`src/rtl/neopixel_pkg.sv`:
```
// Shared types and default timing for the WS2812 one-wire receive path.
// Timing defaults assume a 50 MHz clock.
package neopixel_pkg;

   localparam int WS2812_BITS         = 24;
   localparam int DEF_BIT_THRESH      = 31;
   localparam int DEF_MIN_HIGH        = 5;
   localparam int DEF_MAX_HIGH        = 75;
   localparam int DEF_RESET_LOW       = 2500;
   localparam int DEF_SYNC_STAGES     = 2;

   typedef enum logic [1:0] {
      WAIT_LATCH = 2'd0,
      IDLE       = 2'd1,
      HIGH       = 2'd2,
      LOW        = 2'd3
   } state_t;

   function automatic logic [7:0] sat_inc8(input logic [7:0] v);
      return (v == 8'hFF) ? v : v + 8'd1;
   endfunction

endpackage

```
`src/rtl/neopixel_rx_sync_edge_detect.sv`:
```
// Synchronizes an asynchronous line into the clock domain and flags its edges.
// Edge pulses last one cycle and line up with the synchronized level.
module sync_edge_detect #(
   parameter int SYNC_STAGES = 2
) (
   input  logic clk_i,
   input  logic rst_i,
   input  logic async_i,
   output logic level_o,
   output logic rise_o,
   output logic fall_o
);

   logic [SYNC_STAGES-1:0] sync_q;
   logic                   prev_q;

   always_ff @(posedge clk_i or posedge rst_i) begin
      if (rst_i) begin
         sync_q <= '0;
         prev_q <= 1'b0;
      end else begin
         sync_q <= {sync_q[SYNC_STAGES-2:0], async_i};
         prev_q <= sync_q[SYNC_STAGES-1];
      end
   end

   assign level_o = sync_q[SYNC_STAGES-1];
   assign rise_o  = sync_q[SYNC_STAGES-1] & ~prev_q;
   assign fall_o  = ~sync_q[SYNC_STAGES-1] & prev_q;

endmodule

```
`src/rtl/neopixel_rx.sv`:
```
// WS2812 one-wire decoder: pulse-width classifies bits, assembles MSB-first GRB
// pixels and presents them on a valid/ready port with frame-end and error pulses.
module neopixel_rx
   import neopixel_pkg::*;
#(
   parameter int BIT_THRESH  = DEF_BIT_THRESH,
   parameter int MIN_HIGH    = DEF_MIN_HIGH,
   parameter int MAX_HIGH    = DEF_MAX_HIGH,
   parameter int RESET_LOW   = DEF_RESET_LOW,
   parameter int SYNC_STAGES = DEF_SYNC_STAGES
) (
   input  logic        clock,
   input  logic        reset,
   input  logic        one_wire,
   output logic [23:0] pixel_data,
   output logic [7:0]  pixel_index,
   output logic        pixel_valid,
   input  logic        pixel_ready,
   output logic        frame_end,
   output logic        bit_error,
   output logic        overflow,
   output logic        busy,
   output logic [1:0]  dbg_state_o
);

   localparam int LW = $clog2(RESET_LOW + 1);
   localparam int HW = $clog2(MAX_HIGH + 1);

   logic line, rise, fall;

   sync_edge_detect #(.SYNC_STAGES(SYNC_STAGES)) u_sync (
      .clk_i   (clock),
      .rst_i   (reset),
      .async_i (one_wire),
      .level_o (line),
      .rise_o  (rise),
      .fall_o  (fall)
   );

   state_t      state_q, state_d;
   logic [LW-1:0] low_cnt_q, low_cnt_d;
   logic [HW-1:0] high_cnt_q, high_cnt_d;
   logic [23:0] shift_q, shift_d;
   logic [4:0]  bit_cnt_q, bit_cnt_d;
   logic [7:0]  pix_cnt_q, pix_cnt_d;
   logic [23:0] data_q, data_d;
   logic [7:0]  index_q, index_d;
   logic        valid_q, valid_d;
   logic        frame_end_q, frame_end_d;
   logic        bit_error_q, bit_error_d;
   logic        overflow_q, overflow_d;
   logic        do_shift, shift_bit;
   logic [23:0] word;

   always_ff @(posedge clock or posedge reset) begin
      if (reset) begin
         state_q     <= WAIT_LATCH;
         low_cnt_q   <= '0;
         high_cnt_q  <= '0;
         shift_q     <= '0;
         bit_cnt_q   <= '0;
         pix_cnt_q   <= '0;
         data_q      <= '0;
         index_q     <= '0;
         valid_q     <= 1'b0;
         frame_end_q <= 1'b0;
         bit_error_q <= 1'b0;
         overflow_q  <= 1'b0;
      end else begin
         state_q     <= state_d;
         low_cnt_q   <= low_cnt_d;
         high_cnt_q  <= high_cnt_d;
         shift_q     <= shift_d;
         bit_cnt_q   <= bit_cnt_d;
         pix_cnt_q   <= pix_cnt_d;
         data_q      <= data_d;
         index_q     <= index_d;
         valid_q     <= valid_d;
         frame_end_q <= frame_end_d;
         bit_error_q <= bit_error_d;
         overflow_q  <= overflow_d;
      end
   end

   // Handshake: a word transfers on any cycle with pixel_valid && pixel_ready;
   // data/index hold while valid is high and ready low, and a completion in
   // the accept cycle reloads the register without raising overflow.
   always_comb begin
      state_d     = state_q;
      low_cnt_d   = low_cnt_q;
      high_cnt_d  = high_cnt_q;
      shift_d     = shift_q;
      bit_cnt_d   = bit_cnt_q;
      pix_cnt_d   = pix_cnt_q;
      data_d      = data_q;
      index_d     = index_q;
      valid_d     = valid_q;
      frame_end_d = 1'b0;
      bit_error_d = 1'b0;
      overflow_d  = 1'b0;
      do_shift    = 1'b0;
      shift_bit   = 1'b0;
      word        = '0;

      if (valid_q && pixel_ready) valid_d = 1'b0;

      case (state_q)
         WAIT_LATCH: begin
            if (line) begin
               low_cnt_d = '0;
            end else if (low_cnt_q == LW'(RESET_LOW - 1)) begin
               state_d   = IDLE;
               low_cnt_d = '0;
            end else begin
               low_cnt_d = low_cnt_q + LW'(1);
            end
         end
         IDLE: begin
            if (rise) begin
               state_d    = HIGH;
               high_cnt_d = HW'(1);
               bit_cnt_d  = '0;
               pix_cnt_d  = '0;
            end
         end
         HIGH: begin
            if (high_cnt_q == HW'(MAX_HIGH)) begin
               bit_error_d = 1'b1;
               bit_cnt_d   = '0;
               low_cnt_d   = '0;
               state_d     = WAIT_LATCH;
            end else if (fall) begin
               if (high_cnt_q < HW'(MIN_HIGH)) begin
                  bit_error_d = 1'b1;
                  bit_cnt_d   = '0;
                  low_cnt_d   = '0;
                  state_d     = WAIT_LATCH;
               end else begin
                  do_shift  = 1'b1;
                  shift_bit = (high_cnt_q >= HW'(BIT_THRESH));
                  low_cnt_d = LW'(1);
                  state_d   = LOW;
               end
            end else begin
               high_cnt_d = high_cnt_q + HW'(1);
            end
         end
         LOW: begin
            if (rise) begin
               state_d    = HIGH;
               high_cnt_d = HW'(1);
            end else if (low_cnt_q == LW'(RESET_LOW - 1)) begin
               frame_end_d = 1'b1;
               low_cnt_d   = '0;
               state_d     = IDLE;
               if (bit_cnt_q != '0) begin
                  bit_error_d = 1'b1;
                  bit_cnt_d   = '0;
               end
            end else begin
               low_cnt_d = low_cnt_q + LW'(1);
            end
         end
         default: state_d = WAIT_LATCH;
      endcase

      if (do_shift) begin
         word    = {shift_q[22:0], shift_bit};
         shift_d = word;
         if (bit_cnt_q == 5'(WS2812_BITS - 1)) begin
            bit_cnt_d = '0;
            pix_cnt_d = sat_inc8(pix_cnt_q);
            if (!valid_q || pixel_ready) begin
               data_d  = word;
               index_d = pix_cnt_q;
               valid_d = 1'b1;
            end else begin
               overflow_d = 1'b1;
            end
         end else begin
            bit_cnt_d = bit_cnt_q + 5'd1;
         end
      end
   end

   assign pixel_data  = data_q;
   assign pixel_index = index_q;
   assign pixel_valid = valid_q;
   assign frame_end   = frame_end_q;
   assign bit_error   = bit_error_q;
   assign overflow    = overflow_q;
   assign busy        = (state_q == HIGH) || (state_q == LOW);
   assign dbg_state_o = state_q;

endmodule

```
`config.mk`:
```
export PLATFORM = sky130hd
export DESIGN_NAME = neopixel_rx
export DESIGN_NICKNAME = d
export VERILOG_FILES = /design/src/rtl/neopixel_pkg.sv /design/src/rtl/neopixel_rx_sync_edge_detect.sv /design/src/rtl/neopixel_rx.sv
export SDC_FILE = /design/constraint.sdc
export NUM_CORES = 1
export LEC_CHECK = 0
export BUFFER_PORTS_ARGS = -buffer_cell sky130_fd_sc_hd__buf_4
export CORE_MARGIN = 3
export CORE_UTILIZATION = 43
export CTS_BUF_LIST = sky130_fd_sc_hd__clkbuf_8
export CTS_CLUSTER_DIAMETER = 80
export DETAILED_ROUTE_END_ITERATION = 12
export PLACE_DENSITY_LB_ADDON = 0.25
export SLEW_MARGIN = 25
export SYNTH_ARGS = -nofsm -noshare
export SYNTH_HDL_FRONTEND = slang
export SYNTH_HIERARCHICAL = 1
export SYNTH_SLANG_ARGS = --single-unit
```
`constraint.sdc`:
```
create_clock -name clock -period 10.1 [get_ports clock]
set_input_delay 2.525 -clock clock [delete_from_list [all_inputs] [get_ports clock]]
set_output_delay 2.525 -clock clock [all_outputs]
set_load 0.01 [all_outputs]
```
# Word-level counts from Yosys, hierarchy flattened
# Index checks and enable logic that the tools add are counted.
# W data, S select, Z words.
totals:
  mem_bits_rw: 0
  latchBits: 0
  wordCells: 119
  ff_bits: 96
  rom_bits: 0
  out_inout_bits: 39
  inputBits: 4
  n_memories: 0
classes:
  multipliers: 0
  shift: 0
  bitwise_logic: 4
  eq_ne: 21
  addsub: 4
  n_reduce_logical: 15
  n_lt_le_gt_ge: 2
  muxes: 59
  n_div: 0
op_table:
  columns: ["operator", "n"]
  rows:
  - ["$mux W12", 5]
  - ["$mux W5", 9]
  - ["$mux W8", 5]
  - ["$pmux W12 S3", 1]
  - ["$mux W1", 25]
  - ["$mux W7", 3]
  - ["$ne A3 B3 Y1 const B", 6]
  - ["$pmux W5 S3", 1]
  - ["$mux W2", 7]
  - ["$pmux W7 S2", 1]
  - ["$add A12 B1 Y12 const B", 1]
  - ["$eq A12 B12 Y1 const B", 1]
  - ["$ne A2 B2 Y1 const B", 5]
  - ["$reduce_and A3 Y1", 3]
  - ["$add A8 B1 Y8 const B", 1]
  - ["$eq A8 B8 Y1 const B", 1]
  - ["$ne A4 B4 Y1 const B", 2]
  - ["$pmux W2 S4", 1]
  - ["$add A7 B1 Y7 const B", 1]
  - ["$eq A7 B7 Y1 const B", 1]
  - ["$ge A7 B5 Y1 const B", 1]
  - ["$lt A7 B3 Y1 const B", 1]
  - ["$reduce_and A7 Y1", 1]
  - ["$add A5 B1 Y5 const B", 1]
  - ["17 further kinds", 21]

# Depth between registers and ports, before layout
depth:
  word_depth: 7
  depth_mapped: 8
  depth_no_buf: 7

# Cells and area by module
# Netlist, hierarchy kept.
by_module_without_submodules:
  columns: ["mod", "seq_area_each_um2", "n_inst", "cells_per_inst", "area_per_inst_um2"]
  rows:
  - ["neopixel_rx", 2327.2, 1, 395, 4236.6]
  - ["sync_edge_detect", 75.1, 1, 6, 93.8]

# Worst setup path after synthesis
# OpenSTA, ideal clock, no wires.
synth_timing:
  path_kind: "input-to-reg"
  startpoint: "input pixel_ready"
  endpoint: "register data_q[15] (netlist: pixel_data[15])"
  stages: 4
  n_path_buf: 1
  t_required_ns: 9.975
  setup_slack_ns: 6.631
  arrival_time_ns: 3.344
  path_cell_list: "nand2b_1 -> nand3_1 -> buf_4 -> mux2_2"
synth_between:
  elab_chain_len: 2
synth_lines:
  columns: ["item", "line", "rtl"]
  rows:
  - ["from (decl)", "neopixel_rx.sv:18", "input logic pixel_ready,"]
  - ["$logic_or A1 B1 Y1", "neopixel_rx.sv:173", "if (!valid_q || pixel_ready) begin"]
  - ["$reduce_and A3 Y1 (no line)", null, null]
  - ["to (signal assigned)", "neopixel_rx.sv:76", "data_q <= data_d;"]
  - ["to (decl)", "neopixel_rx.sv:46", "logic [23:0] data_q, data_d;"]
# Every way passes these cells.
# A chain may end at the register's enable or synchronous reset.

# Final worst setup path
layout_timing:
  startpoint: "register state_q[1] (netlist: dbg_state_o[1])"
  endpoint: "output dbg_state_o[1]"
layout_rtl:
  columns: ["item", "line", "rtl"]
  rows:
  - ["from (decl)", "neopixel_rx.sv:40", "state_t state_q, state_d;"]
  - ["from (signal assigned)", "neopixel_rx.sv:70", "state_q <= state_d;"]
  - ["to (decl)", "neopixel_rx.sv:23", "output logic [1:0] dbg_state_o"]
# No word-level cell between the ends.

==> run summary <==
The run finished with clean final reports. The final global-route overflow total came out at 0. The cell count after synthesis is ~400. Setup repair after global routing left no endpoint under its margin.

The setup slack of the critical path after layout is approximately 6.3 ns. The final hold violation count is 0. The maximum number of pins on one net before global-route repair came out at between 80 and 90. The number of antenna repair diodes is 0. The critical path's largest stage delay is ~0.67 ns.

The highest fanout seen on the critical path came out at 15. The total wire length is approximately 8.4 mm. In this run the tightest slew margin relative to its limit is 49.4%. In the final layout, the share of cells above drive strength 1 is a little under a quarter.

The signal on the critical path passes through buf_4. The depth of the CTS H-tree came out at 3. Overall power consumption after layout is estimated at 0.659 mW. The fraction of post-synthesis cell area in the top cell type by area is between 50 and 60%. In the synthesized netlist, the cells that appear most often are sky130_fd_sc_hd__dfrtp_1 (96), sky130_fd_sc_hd__nand2_1 (96), sky130_fd_sc_hd__mux2_2 (32), sky130_fd_sc_hd__o21ai_0 (22), sky130_fd_sc_hd__nor2_1 (17). The number of distinct library cell variants in the gate-level netlist after synthesis came out at between 50 and 60.

The top achievable clock speed is roughly 270 MHz. The per-instance average area after synthesis is between 10 and 15 µm². The clock transition time at the flip-flop clock pins of the worst setup and hold paths is approximately 0.090 ns. The actual slew at the worst max-slew pin came out at 0.759 ns. Buffers placed on the I/O ports in this run total 42. The slowest stage of the critical path is the sky130_fd_sc_hd__dfrtp_1 cell. OpenSTA, run right after detailed placement, puts the worst setup slack at between 6 and 7 ns. For this run, asynchronously set or reset flops after synthesis account for 100%. The power density over the cells is 133 nW/µm². The maximum number of buffers from clock root to sink is 2.

STA puts the critical path data required time at 7.58 ns. The number of nets produced by synthesis is about 400. sky130_fd_sc_hd__dfrtp_1 takes more of the synthesized area than any other cell.

The hold path startpoint is u_sync/sync_q[0]. The initial utilization of the core area, before any placement, comes to 45.6%. The post-CTS setup buffer count came out at 0. The insertion delay to the later sink of the worst-skew pair is ~0.36 ns. The warning count from the yosys run is 6.

Counting flops and latches in the post-synthesis netlist gives 96. Compared with the post-synthesis result, the final layout area differs by 14.8%. The worst register-to-register path begins at dbg_state_o[1].

The count of pins on the block boundary came out at 43. Row generation in the floorplan step produced 35 rows. The final period utilization is 37.2%. In this run the vertical extent of the chip is ~110 µm. STA classifies the critical path endpoint as an output pin. The standby leakage power came out at approximately 2.5 nW. After synthesis, the cell types taking the most area are sky130_fd_sc_hd__dfrtp_1 (55%), sky130_fd_sc_hd__mux2_2 (8.3%), sky130_fd_sc_hd__nand2_1 (8.3%). The total standard cell area after synthesis came out at ~4300 µm². The global placement routability congestion is approximately 0.82. The path with the worst hold slack has its endpoint at u_sync/sync_q[1]. For the worst setup path, the data arrival time is 1.24 ns. The placed instances occupy a cell area of between 4000 and 5000 µm². In this run, post-CTS repair resized a total of 0 instances. The worst hold path belongs to the class flop to flop. The net count reported at finish came out at approximately 450. The share of the yosys chip area belonging to registers is between 50% and 60%. The time the final worst path needs with I/O delays and setup came out at around 3.8 ns. The detail route stage leaves a number of antenna-violating nets equal to 0.

The endpoint identified for the worst register-to-register timing path is pixel_data[19]. In the routed design, unresolved DRC markers number 0. The hold-critical path depth is 0.

The worst setup path is of the flop to output pin kind. STA classifies the critical path startpoint as a flop. The total vias in the final route is 3058.

Setup violations remaining at the end of the flow were counted as 0. The global-route usage over all layers is between 10% and 20%. Among all flip-flop cells after synthesis, the most frequent one is sky130_fd_sc_hd__dfrtp_1. The peak ir drop on the vdd network came out at 0.120 mV. The number of CTS-inserted buffers came out at 9. The clock tree from TritonCTS is built. The count of buffering cells on the critical path with inverters included came out at 1.

The number of global-route vias before repair was roughly 3.1k. The detailed placer's ending HPWL is between 5 and 6 mm. The area of the core is 9500 µm².

The number of flops mapped to enable cells by yosys came out at 0. The overall die width came out at 106 µm. The setup slack on the worst flop-to-flop path came out at between 7 and 8 ns. Using the TritonRoute via totals, the vias-per-cell ratio works out to 5.29.

The routed wire length per instance is 14.5 µm. The first TritonRoute pass finished after 4 iterations. The number of sinks driven by the clock tree came out at 96. The wire length of the first global-routing pass is 14.5 mm. The area of the die came out at about 11000 µm². The post-cts hold buffer count is 0. The initial antenna violation count came out at 0. The number of maximum-capacitance constraint violations is 0.

The worst setup skew after layout is 0.00934 ns. The post-route cell area is 4970 µm². After routing, the total negative slack on setup checks comes to 0 ns. The number of cells on the worst reg-to-reg path is 6. The detailed router finished its first iteration with between 100 and 150 violations. The kind of cell adding the most delay to the critical path is flip-flops. In this run the clock root is driven by a sky130_fd_sc_hd__clkbuf_8. The number of max-slew violations in the final report is 0.
## how the worst max path moves through the flow
stage                   startpoint        endpoint  slack (ns)  cells past startpoint
finish              dbg_state_o[1]  dbg_state_o[1]        6.34                      1
global route        dbg_state_o[1]  dbg_state_o[1]        6.26                      1
CTS                 dbg_state_o[1]  dbg_state_o[1]        6.34                      1
detailed placement           reset      shift_q[3]        6.28                      3
global placement             reset   pixel_data[3]        6.32                      3
floorplan                    reset    bit_cnt_q[0]        5.15                      1
## worst register-to-register path, stage by stage, from the launching register on
cell	delay (ns)
sky130_fd_sc_hd__dfrtp_1	0.67
sky130_fd_sc_hd__nand2b_1	0.19
sky130_fd_sc_hd__a31oi_4	0.30
sky130_fd_sc_hd__and3_2	0.61
sky130_fd_sc_hd__nand3_1	0.13
sky130_fd_sc_hd__buf_4	0.29
sky130_fd_sc_hd__mux2_1	0.38
## metrics by stage
step | hold slack [ns] | util (%) | cells
6_report | 0.366 | 52.3 | 578
5_1_grt | 0.385 | 52.3 | 578
4_1_cts | 0.369 | 52.2 | 578
3_5_place_dp | 0.338 | 50.1 | 562
3_3_place_gp | 0.340 | 50.1 | 562
2_1_floorplan | 0.331 | - | 401
## sequential cells by signal (all words and copies together), names as in the netlist, 2 cells and up
name,cells
pixel_data,24
shift_q,23
low_cnt_q,12
pix_cnt_q,8
pixel_index,8
high_cnt_q,7
bit_cnt_q,5
dbg_state_o,2
u_sync/sync_q,2
## cells in the final DEF, fill, tap and decap left out, drive strengths merged, types with 2 or more instances in the layout
| cell type | netlist | layout |
|---|---|---|
| xor2 | 5 | 5 |
| o21ai | 22 | 22 |
| nor4 | 5 | 5 |
| clkinvlp | 0 | 2 |
| clkbuf | 5 | 9 |
| nand2 | 96 | 96 |
| xnor2 | 4 | 4 |
| o2bb2ai | 4 | 4 |
| mux2i | 2 | 2 |
| nand3 | 13 | 13 |
| nor3b | 2 | 2 |
| or3 | 5 | 5 |
| mux2 | 33 | 33 |
| inv | 8 | 11 |
| ha | 5 | 5 |
| nor2 | 18 | 18 |
| nor4b | 2 | 2 |
| nand4 | 5 | 5 |
| or2 | 2 | 2 |
| o31ai | 4 | 4 |
| dfrtp | 96 | 96 |
| a22o | 6 | 6 |
| nor3 | 7 | 7 |
| a21oi | 5 | 5 |
| nor2b | 4 | 4 |
| and3 | 7 | 7 |
| buf | 8 | 45 |
| a21o | 6 | 6 |
| nand2b | 5 | 5 |
## power by group
part           switching (mW)  total, mW  leakage (nW)  internal, mW
sequential            0.00121      0.387          1.33         0.386
clock                   0.139      0.256        0.0996         0.117
combinational          0.0117     0.0159          1.07       0.00415
total                   0.152      0.659          2.51         0.507
## area by class of cell
cell class	count	area, µm²
clock buffers	9	124
clock inverters	7	77.6
fillers	849	4530
inverters	8	31.3
multi-input cells	284	1830
flip-flops and latches	96	2400
well taps	129	161
repair buffers	45	342
## per-layer routing
metal,GRT usage [%],vias up,wire [µm]
met1,21.3,1502,4040
met3,3.04,10,356
met2,24.9,69,3860
li1,-,1477,-
met5,0,-,0
met4,6.75,0,133
## kinds of logic after synthesis
| logic type | count (synthesis) | synth area share [%] |
|---|---|---|
| buf+inv | 21 | 2.37 |
| mux | 35 | 9.04 |
| flops | 96 | 55.5 |
| xor+xnor | 9 | 1.82 |
| fa+ha+maj | 5 | 1.44 |
| compound gates | 57 | 9.45 |
| simple gates | 178 | 20.4 |
Power figures use the tool's default switching activity.
